### src/rtl/issue_pkg.sv
// Shared constants for the in-order issue stage: unit codes, register-file
// defaults and the hard-wired zero register.
package issue_pkg;

  localparam int NREG_DEF = 64;
  localparam int RN_W_DEF = $clog2(NREG_DEF);
  localparam int REG_ZERO = 0;

  typedef enum logic [2:0] {
    UNIT_ALU1   = 3'd0,
    UNIT_ALU2   = 3'd1,
    UNIT_ADVINT = 3'd2,
    UNIT_MEM    = 3'd3,
    UNIT_BRANCH = 3'd4
  } unit_e;

endpackage

### src/rtl/issue_sched_busy_table.sv
// Register busy table: two set ports (issue), NFREE free ports (writeback),
// plus a same-cycle-free bypassed view used for hazard checks.
module busy_table
  import issue_pkg::*;
#(
  parameter int NREG  = NREG_DEF,
  parameter int RN_W  = $clog2(NREG),
  parameter int NFREE = 2
) (
  input  logic                  clk,
  input  logic                  rst,
  input  logic [RN_W-1:0]       set0_rn,
  input  logic                  set0_en,
  input  logic [RN_W-1:0]       set1_rn,
  input  logic                  set1_en,
  input  logic [NFREE*RN_W-1:0] free_rn,
  input  logic [NFREE-1:0]      free_en,
  output logic [NREG-1:0]       busy,
  output logic [NREG-1:0]       eff_busy
);

  logic [NREG-1:0] busy_q;
  logic [NREG-1:0] free_mask;
  logic [NREG-1:0] set_mask;
  logic [NREG-1:0] busy_d;

  // Decode the ports into per-register masks; duplicate ports simply OR together.
  always_comb begin
    free_mask = '0;
    set_mask  = '0;
    for (int r = 0; r < NREG; r++) begin
      for (int k = 0; k < NFREE; k++) begin
        if (free_en[k] && free_rn[k*RN_W +: RN_W] == RN_W'(r))
          free_mask[r] = 1'b1;
      end
      if ((set0_en && set0_rn == RN_W'(r)) || (set1_en && set1_rn == RN_W'(r)))
        set_mask[r] = 1'b1;
    end
  end

  // A new owner supersedes an old writeback, so set wins over free.
  always_comb begin
    busy_d           = (busy_q & ~free_mask) | set_mask;
    busy_d[REG_ZERO] = 1'b0;
  end

  always_ff @(posedge clk or posedge rst) begin
    if (rst)
      busy_q <= '0;
    else
      busy_q <= busy_d;
  end

  assign busy     = busy_q;
  assign eff_busy = busy_q & ~free_mask;

endmodule

### src/rtl/issue_sched.sv
// In-order issue stage: RAW/WAW hazard check against the busy table, target
// unit availability, one-hot issue pulse, stall counter and bad-unit flag.
module issue_sched
  import issue_pkg::*;
#(
  parameter int NREG    = NREG_DEF,
  parameter int RN_W    = $clog2(NREG),
  parameter int NUNITS  = 5,
  parameter int UNIT_W  = 3,
  parameter int NFREE   = 2,
  parameter int STALL_W = 16
) (
  input  logic                  clk,
  input  logic                  rst,
  input  logic                  in_valid,
  output logic                  in_ready,
  input  logic [UNIT_W-1:0]     in_unit,
  input  logic [RN_W-1:0]       in_rs1_rn,
  input  logic [RN_W-1:0]       in_rs2_rn,
  input  logic [RN_W-1:0]       in_rd_rn,
  input  logic [RN_W-1:0]       in_rd2_rn,
  input  logic                  in_rs1_en,
  input  logic                  in_rs2_en,
  input  logic                  in_rd_en,
  input  logic                  in_rd2_en,
  input  logic [NUNITS-1:0]     unit_busy,
  input  logic [NFREE*RN_W-1:0] free_rn,
  input  logic [NFREE-1:0]      free_en,
  output logic [NUNITS-1:0]     issue_en,
  output logic [RN_W-1:0]       issue_rd_rn,
  output logic [RN_W-1:0]       issue_rd2_rn,
  output logic [NREG-1:0]       reg_busy,
  output logic [STALL_W-1:0]    stall_cnt,
  output logic                  err_unit
);

  logic [NREG-1:0]   eff_busy;
  logic              hazard;
  logic              unit_ok;
  logic              unit_free;
  logic [NUNITS-1:0] unit_onehot;

  busy_table #(
    .NREG  (NREG),
    .RN_W  (RN_W),
    .NFREE (NFREE)
  ) u_busy_table (
    .clk      (clk),
    .rst      (rst),
    .set0_rn  (in_rd_rn),
    .set0_en  (in_ready & in_rd_en),
    .set1_rn  (in_rd2_rn),
    .set1_en  (in_ready & in_rd2_en),
    .free_rn  (free_rn),
    .free_en  (free_en),
    .busy     (reg_busy),
    .eff_busy (eff_busy)
  );

  function automatic logic operand_hazard(input logic en, input logic [RN_W-1:0] rn,
                                          input logic [NREG-1:0] eb);
    return en && (rn != RN_W'(REG_ZERO)) && eb[rn];
  endfunction

  // Unit lookup is done by loop so an out-of-range code never indexes unit_busy.
  always_comb begin
    unit_ok     = 1'b0;
    unit_free   = 1'b0;
    unit_onehot = '0;
    for (int u = 0; u < NUNITS; u++) begin
      if (in_unit == UNIT_W'(u)) begin
        unit_ok        = 1'b1;
        unit_free      = ~unit_busy[u];
        unit_onehot[u] = 1'b1;
      end
    end
    hazard = operand_hazard(in_rs1_en, in_rs1_rn, eff_busy) |
             operand_hazard(in_rs2_en, in_rs2_rn, eff_busy) |
             operand_hazard(in_rd_en,  in_rd_rn,  eff_busy) |
             operand_hazard(in_rd2_en, in_rd2_rn, eff_busy);
    in_ready = in_valid & ~hazard & unit_ok & unit_free;
  end

  always_ff @(posedge clk or posedge rst) begin
    if (rst) begin
      issue_en     <= '0;
      issue_rd_rn  <= '0;
      issue_rd2_rn <= '0;
    end else if (in_ready) begin
      issue_en     <= unit_onehot;
      issue_rd_rn  <= in_rd_en  ? in_rd_rn  : '0;
      issue_rd2_rn <= in_rd2_en ? in_rd2_rn : '0;
    end else begin
      issue_en     <= '0;
    end
  end

  // Stall counter saturates rather than wrapping; err_unit is sticky until reset.
  always_ff @(posedge clk or posedge rst) begin
    if (rst) begin
      stall_cnt <= '0;
      err_unit  <= 1'b0;
    end else begin
      if (in_valid && !in_ready && stall_cnt != {STALL_W{1'b1}})
        stall_cnt <= stall_cnt + 1'b1;
      if (in_valid && !unit_ok)
        err_unit <= 1'b1;
    end
  end

endmodule

### config.mk
export PLATFORM = sky130hd
export DESIGN_NAME = issue_sched
export DESIGN_NICKNAME = d
export VERILOG_FILES = /design/src/rtl/issue_pkg.sv /design/src/rtl/issue_sched_busy_table.sv /design/src/rtl/issue_sched.sv
export SDC_FILE = /design/constraint.sdc
export NUM_CORES = 1
export LEC_CHECK = 0
export ABC_AREA = 1
export CAP_MARGIN = 20
export CORE_MARGIN = 5
export CORE_UTILIZATION = 30
export DETAILED_ROUTE_END_ITERATION = 12
export GPL_ROUTABILITY_DRIVEN = 0
export GPL_TIMING_DRIVEN = 0
export SYNTH_ARGS = -nofsm -noshare
export SYNTH_HDL_FRONTEND = slang
export SYNTH_SLANG_ARGS = --single-unit
### constraint.sdc
create_clock -name clk -period 3.2 [get_ports clk]
set_input_delay 0.48 -clock clk [delete_from_list [all_inputs] [get_ports clk]]
set_output_delay 0.48 -clock clk [all_outputs]
set_load 0.005 [all_outputs]
; ---- Yosys cells after proc, flatten, opt, wreduce, memory -nomap -nowiden
; Index checks and enable logic that the tools add are counted.
[op_classes]
add_sub_neg = 1
n_lt_le_gt_ge = 4
n_eq_ne = 257
n_mux = 217
n_bitwise = 17
reduce_logical = 342
[op_table]
columns = operator, count
row1 = $eq 6x6->1 const B, 128
row2 = $eq 6x5->1 const B, 64
row3 = $logic_and 1x1->1, 267
row4 = $mux 1, 210
row5 = $eq 6x4->1 const B, 32
row6 = $eq 6x3->1 const B, 16
row7 = $and 64x64->64, 1
row8 = $logic_or 1x1->1, 64
row9 = $not 64->64, 1
row10 = $or 64x64->64, 1
row11 = $eq 6x2->1 const B, 8
row12 = $lt 6x7->1 const B, 4
row13 = $bmux 1 s6, 4
row14 = $eq 6x1->1 const B, 4
row15 = $logic_not 6->1, 4
row16 = $reduce_bool 6->1, 4
row17 = $add 16x1->16 const B, 1
row18 = $ne 16x16->1 const B, 1
row19 = $mux 6, 2
row20 = $eq 3x2->1 const B, 2
row21 = $not 1->1, 6
row22 = $and 1x1->1, 5
row23 = $mux 5, 1
row24 = $eq 3x1->1 const B, 1
row25 = other kinds (4), 7
[word_totals]
reg_bits = 97
output_inout_bits = 99

; ---- Depth between registers and ports, before layout
[depth]
word_depth = 21
ltp_mapped = 23
ltp_nobuf = 21

; ---- Modules after synthesis
; From an unflattened synthesis, not the netlist that was laid out.
[unflattened]
hier_cells = 1649
area_unflattened_um2 = 9051.2
[modules_own_cells]
columns = mod, instances, cells_each, area_per_inst_um2, seq_area_each_um2
row1 = issue_sched, 1, 879, 4645.7, 850.8
row2 = busy_table, 1, 770, 4405.5, 1576.5

; ---- Worst setup path before layout
; Ideal clock, no wire load.
[synth_path]
path_type = input to output
startpoint = input port free_rn[5]
endpoint = output port in_ready
arrival_time_ns = 2.254
t_required_ns = 2.720
slack_ns = 0.466
stages = 21
n_path_buf = 2
path_cell_list = inv_1 > nand2_1 > nor2_2 > buf_2 > nand2_1 > nand3_1 > nand2_1 > nand2_1 > inv_1 > nand2_1 > nor2_1 > nand3_1 > nand2_1 > nand2_1 > inv_1 > nand2_1 > nand2_1 > nor2_2 > nand3_4 > buf_1 > inv_1
[synth_via]
elab_chain_len = 16
[synth_rtl]
columns = element, line_no
row1 = start: declaration, issue_sched.sv:27  ; input logic [NFREE*RN_W-1:0] free_rn,
row2 = "$eq 6x1->1, or another cell as far along", issue_sched_busy_table.sv:33  ; if (free_en[k] && free_rn[k*RN_W +: RN_W] == RN_W'(r))
row3 = $logic_and 1x1->1, issue_sched_busy_table.sv:33
row4 = $mux 1 (2 in series), issue_sched_busy_table.sv:33
row5 = $not 64->64 *, issue_sched_busy_table.sv:55  ; assign eff_busy = busy_q & ~free_mask;
row6 = $and 64x64->64 *, issue_sched_busy_table.sv:55
row7 = $bmux 1 s6, issue_sched.sv:62  ; return en && (rn != RN_W'(REG_ZERO)) && eb[rn];
row8 = $mux 1 (not written as such), issue_sched.sv:62
row9 = $logic_and 1x1->1, issue_sched.sv:62
row10 = $or 1x1->1, issue_sched.sv:77  ; hazard = operand_hazard(in_rs1_en, in_rs1_rn, eff_busy) |
row11 = $or 1x1->1, issue_sched.sv:78  ; operand_hazard(in_rs2_en, in_rs2_rn, eff_busy) |
row12 = $or 1x1->1 *, issue_sched.sv:79  ; operand_hazard(in_rd_en, in_rd_rn, eff_busy) |
row13 = $not 1->1 *, issue_sched.sv:81  ; in_ready = in_valid & ~hazard & unit_ok & unit_free;
row14 = $and 1x1->1 * (3 in series), issue_sched.sv:81
row15 = end: declaration, issue_sched.sv:16  ; output logic in_ready,
; Mark *: on every way between the ends. The rest lies on a longest branch, timed or not. The select of a mux whose other input is x is not followed.

; ---- Worst setup path in the final report
[layout_path]
startpoint = input port in_rs1_rn[1]
endpoint = output port in_ready
[layout_via]
elab_chain_len = 10
[layout_rtl]
columns = element, line_no
row1 = start: declaration, issue_sched.sv:18  ; input logic [RN_W-1:0] in_rs1_rn,
row2 = $bmux 1 s6 or $reduce_bool 6->1 (tied branches), issue_sched.sv:62
row3 = $mux 1 (not written as such) or $logic_and 1x1->1 (tied branches), issue_sched.sv:62
row4 = $logic_and 1x1->1 *, issue_sched.sv:62
row5 = $or 1x1->1 *, issue_sched.sv:77
row6 = $or 1x1->1 *, issue_sched.sv:78
row7 = $or 1x1->1 *, issue_sched.sv:79
row8 = $not 1->1 *, issue_sched.sv:81
row9 = $and 1x1->1 * (3 in series), issue_sched.sv:81
; Marked as above.

==> impl_results.md <==
* Nets at 1852
* Sequential fraction of the synthesis area at 26.9%
* Core area at 29600 um2
* Most frequent cells in the layout: nand2_1, nor2_1, nand4_1, nand3_1, clkdlybuf4s50_1
* Clock sink count at 97
* Clk buf depth at 2
* Setup crit start kind: primary input
* 1st-iter DRT viols at 2468
* Wire per inst at 23.1 um
* Area of the die at 33600 um2
* Req. time, crit path at 2720 ps
* Via count at 13083
* Reg2Reg Depth at 16
* Syn_nets at 1639
* Area share of the largest cell type after synthesis at 26.9%
* CP most frequent cell: nand3_1
* Worst Hold Depth at 2
* Fillcell total at 3016
* Pre-CTS setup slack at -1520 ps
* Max-slew violations at 0
* Peak supply drop at 0.242 mV
* Synth area leader: dfrtp_1
* Buffers added on ports at 145
* Vias in the first global route at 12107
* Final ANT Viol Nets at 0
* H-tree depth at 3
* CTS tree: done
* Vias per inst at 5.97
* Syn Area/Cell at 5.69 um2
* RSZ-0062 raised after global routing: true
* R2R Setup Slk at 420 ps
* # IOs at 152
* Synth Cell Area at 9020 um2
* Yosys warnings at 0
* Largest net degree at the start of global routing at 55
* Clk slew on worst S/H paths at 70 ps
* Failing checks: negative setup slack
* Final instance area at 13300 um2
* Die span in x at 183 um
* Worst-margin pin slew at 702 ps
* Synth Instances at 1585
* Reg2reg start: u_busy_table.busy[48]
* GRT overflow at 0
* Outcome: finished with violations
* Worst Setup Slack, final at -108 ps
* Hold Path Class: reg -> reg
* Pwr dens at 301 nW/um2
* Fin crit share at 103%
* Final wirelength at 50800 um
* Diode count at 0
* Worst Hold Launch: issue_rd2_rn[1]
* Std-Cell Rows at 63
* Critical path type: in -> out
* Initial antenna violation count at 1
* Final setup violation count at 4
* Slowest CP cell: clkbuf_1
* Synth Register Bits at 97
* DPL Wire Length at 36700 um
* Gr usage total at 28.6%
* Yosys cell types at 34
* Worst-path maximum fanout at 10
* Clk_lat worst skew at 370 ps
* Layout Area Growth over Synthesis at 47.7%
* Max Fclk at 302 MHz
* Crit end category: primary output
* Most common cell after layout, fill and taps aside: nand2_1
* Worst EP arrival at 2830 ps
* DR pass1 iterations at 7
* Crit-path cells: clkbuf_1 -> clkinvlp_4 -> a21oi_1 -> o21ai_0 -> nand2_1 -> nand3_1 -> nand3_1 -> nand3_1 -> nand3_1 -> buf_6 -> nand3_4 -> buf_8 -> inv_1 -> clkdlybuf4s15_2
* CP Launch Point: in_rs1_rn[1]
* WHS Endpoint: issue_rd2_rn[1]
* Final hold vios at 0
* Clock Tree Root: clkbuf_16
* Initial Util at 30.4%
* R2r endpoint: u_busy_table.busy[29]
* Worst Skew at 18.6 ps
* Share of cells above drive strength 1 at 19.7%
* Max-cap check violation count at 0
* TritonCTS buffer count at 9
* Area post-placement at 11000 um2
* Cells after DPL at 2121
* Layout Utilization at 45.0%
* Slew margin rel. at 53.2%
* CP max stage delay at 520 ps
* Ranking of synthesized cells by area: dfrtp_1, nand2_1, nor2_1, nand3_1, nand4_1
* Non-filler cells, final at 2193
* DR DRC count at 0
* Leakage at 0.00576 uW
* First-pass GRT wire length at 74000 um
* Crit path time final at 3310 ps
* Die height at 183 um
Yosys cell counts (all sizes together):
master and number:
a211oi 1, nand4 148, buf 39, clkinv 5, a21oi 31, clkbuf 40
o21bai 2, and3 1, ha 1, conb 1, nor3 1, nor3b 2
o22ai 1, xor2 10, o21ai 32, nand3b 3, dfrtp 97, o211ai 8
xnor2 4, o31ai 1, nand2 549, nand3 194, nor2 303, inv 110
a21o 1
cells by family (layout without fill, tap and decap cells):
| kind of cell | after synthesis | after routing | share of synthesized area, % |
|---|---|---|---|
| AND/OR/NAND/NOR | 1201 | 1201 | 58.0 |
| buffers and inverters | 194 | 412 | 8.94 |
| flip-flops | 97 | 97 | 26.9 |
| AO/OA/AOI/OAI | 77 | 77 | 4.65 |
| XOR/XNOR | 14 | 14 | 1.36 |
| adder cells (fa/ha/maj) | 1 | 1 | 0.139 |
| other | 1 | 1 | 0.0416 |
per-stage QoR:
| stage | power, uW | TNS (ps) | hold WS [ps] |
|---|---|---|---|
| 2_1_floorplan | 2030 | 0 | 451 |
| 3_3_place_gp | 2620 | -204560 | 467 |
| 3_5_place_dp | 2640 | -72520 | 466 |
| 4_1_cts | 3930 | 0 | 484 |
| 5_1_grt | 4140 | -186 | 495 |
| 6_report | 4010 | -145 | 484 |
per-layer routing:
layer,track usage (%),share of wire [%],wire [um]
met4,18.9,8.9,4520
met5,0,0.028,14
met3,7.99,14,7030
met1,36.3,36,18300
met2,42.4,41,20900
power breakdown:
part | internal, uW | switching [uW] | total [uW]
sequential | 1330 | 103 | 1430
combinational | 559 | 896 | 1460
clock | 551 | 568 | 1120
worst max path at each step:
| stage | end | slack [ps] | cells after the start |
|---|---|---|---|
| floorplan | err_unit | 190 | 1 |
| global placement | in_ready | -1530 | 19 |
| detailed placement | in_ready | -1520 | 19 |
| CTS | in_ready | 0.2 | 20 |
| global route | in_ready | -190 | 22 |
| finish | in_ready | -110 | 14 |
layout make-up:
class	instances	area, um2	share of cell area, %
clock inverters	7	71.3	0.535
inverters	115	450	3.38
multi-input cells	1294	7180	53.9
flip-flops and latches	97	2430	18.2
clock buffers	9	225	1.69
repair buffers	202	2010	15.1
well taps	390	488	3.66
plain buffers	79	473	3.55
flip-flops by register name (all words and copies together), names as in the netlist:
signal and count:
err_unit 1, issue_en 5, issue_rd2_rn 6, issue_rd_rn 6, stall_cnt 16, u_busy_table.busy 63
repair_timing:
item                       CTS  global route
cloned                       2             1
setup endpoints to repair   97            76
pin swaps                   49            10
hold buffers                 0             0
buffers inserted            51             2
resized for setup          414            34
worst max-delay path, delay by kind of cell:
family | cells | cell delay (ps)
simple gates | 6 | 550
compound gates | 2 | 300
buf+inv | 6 | 1500
(Power assumes the default switching activity.)
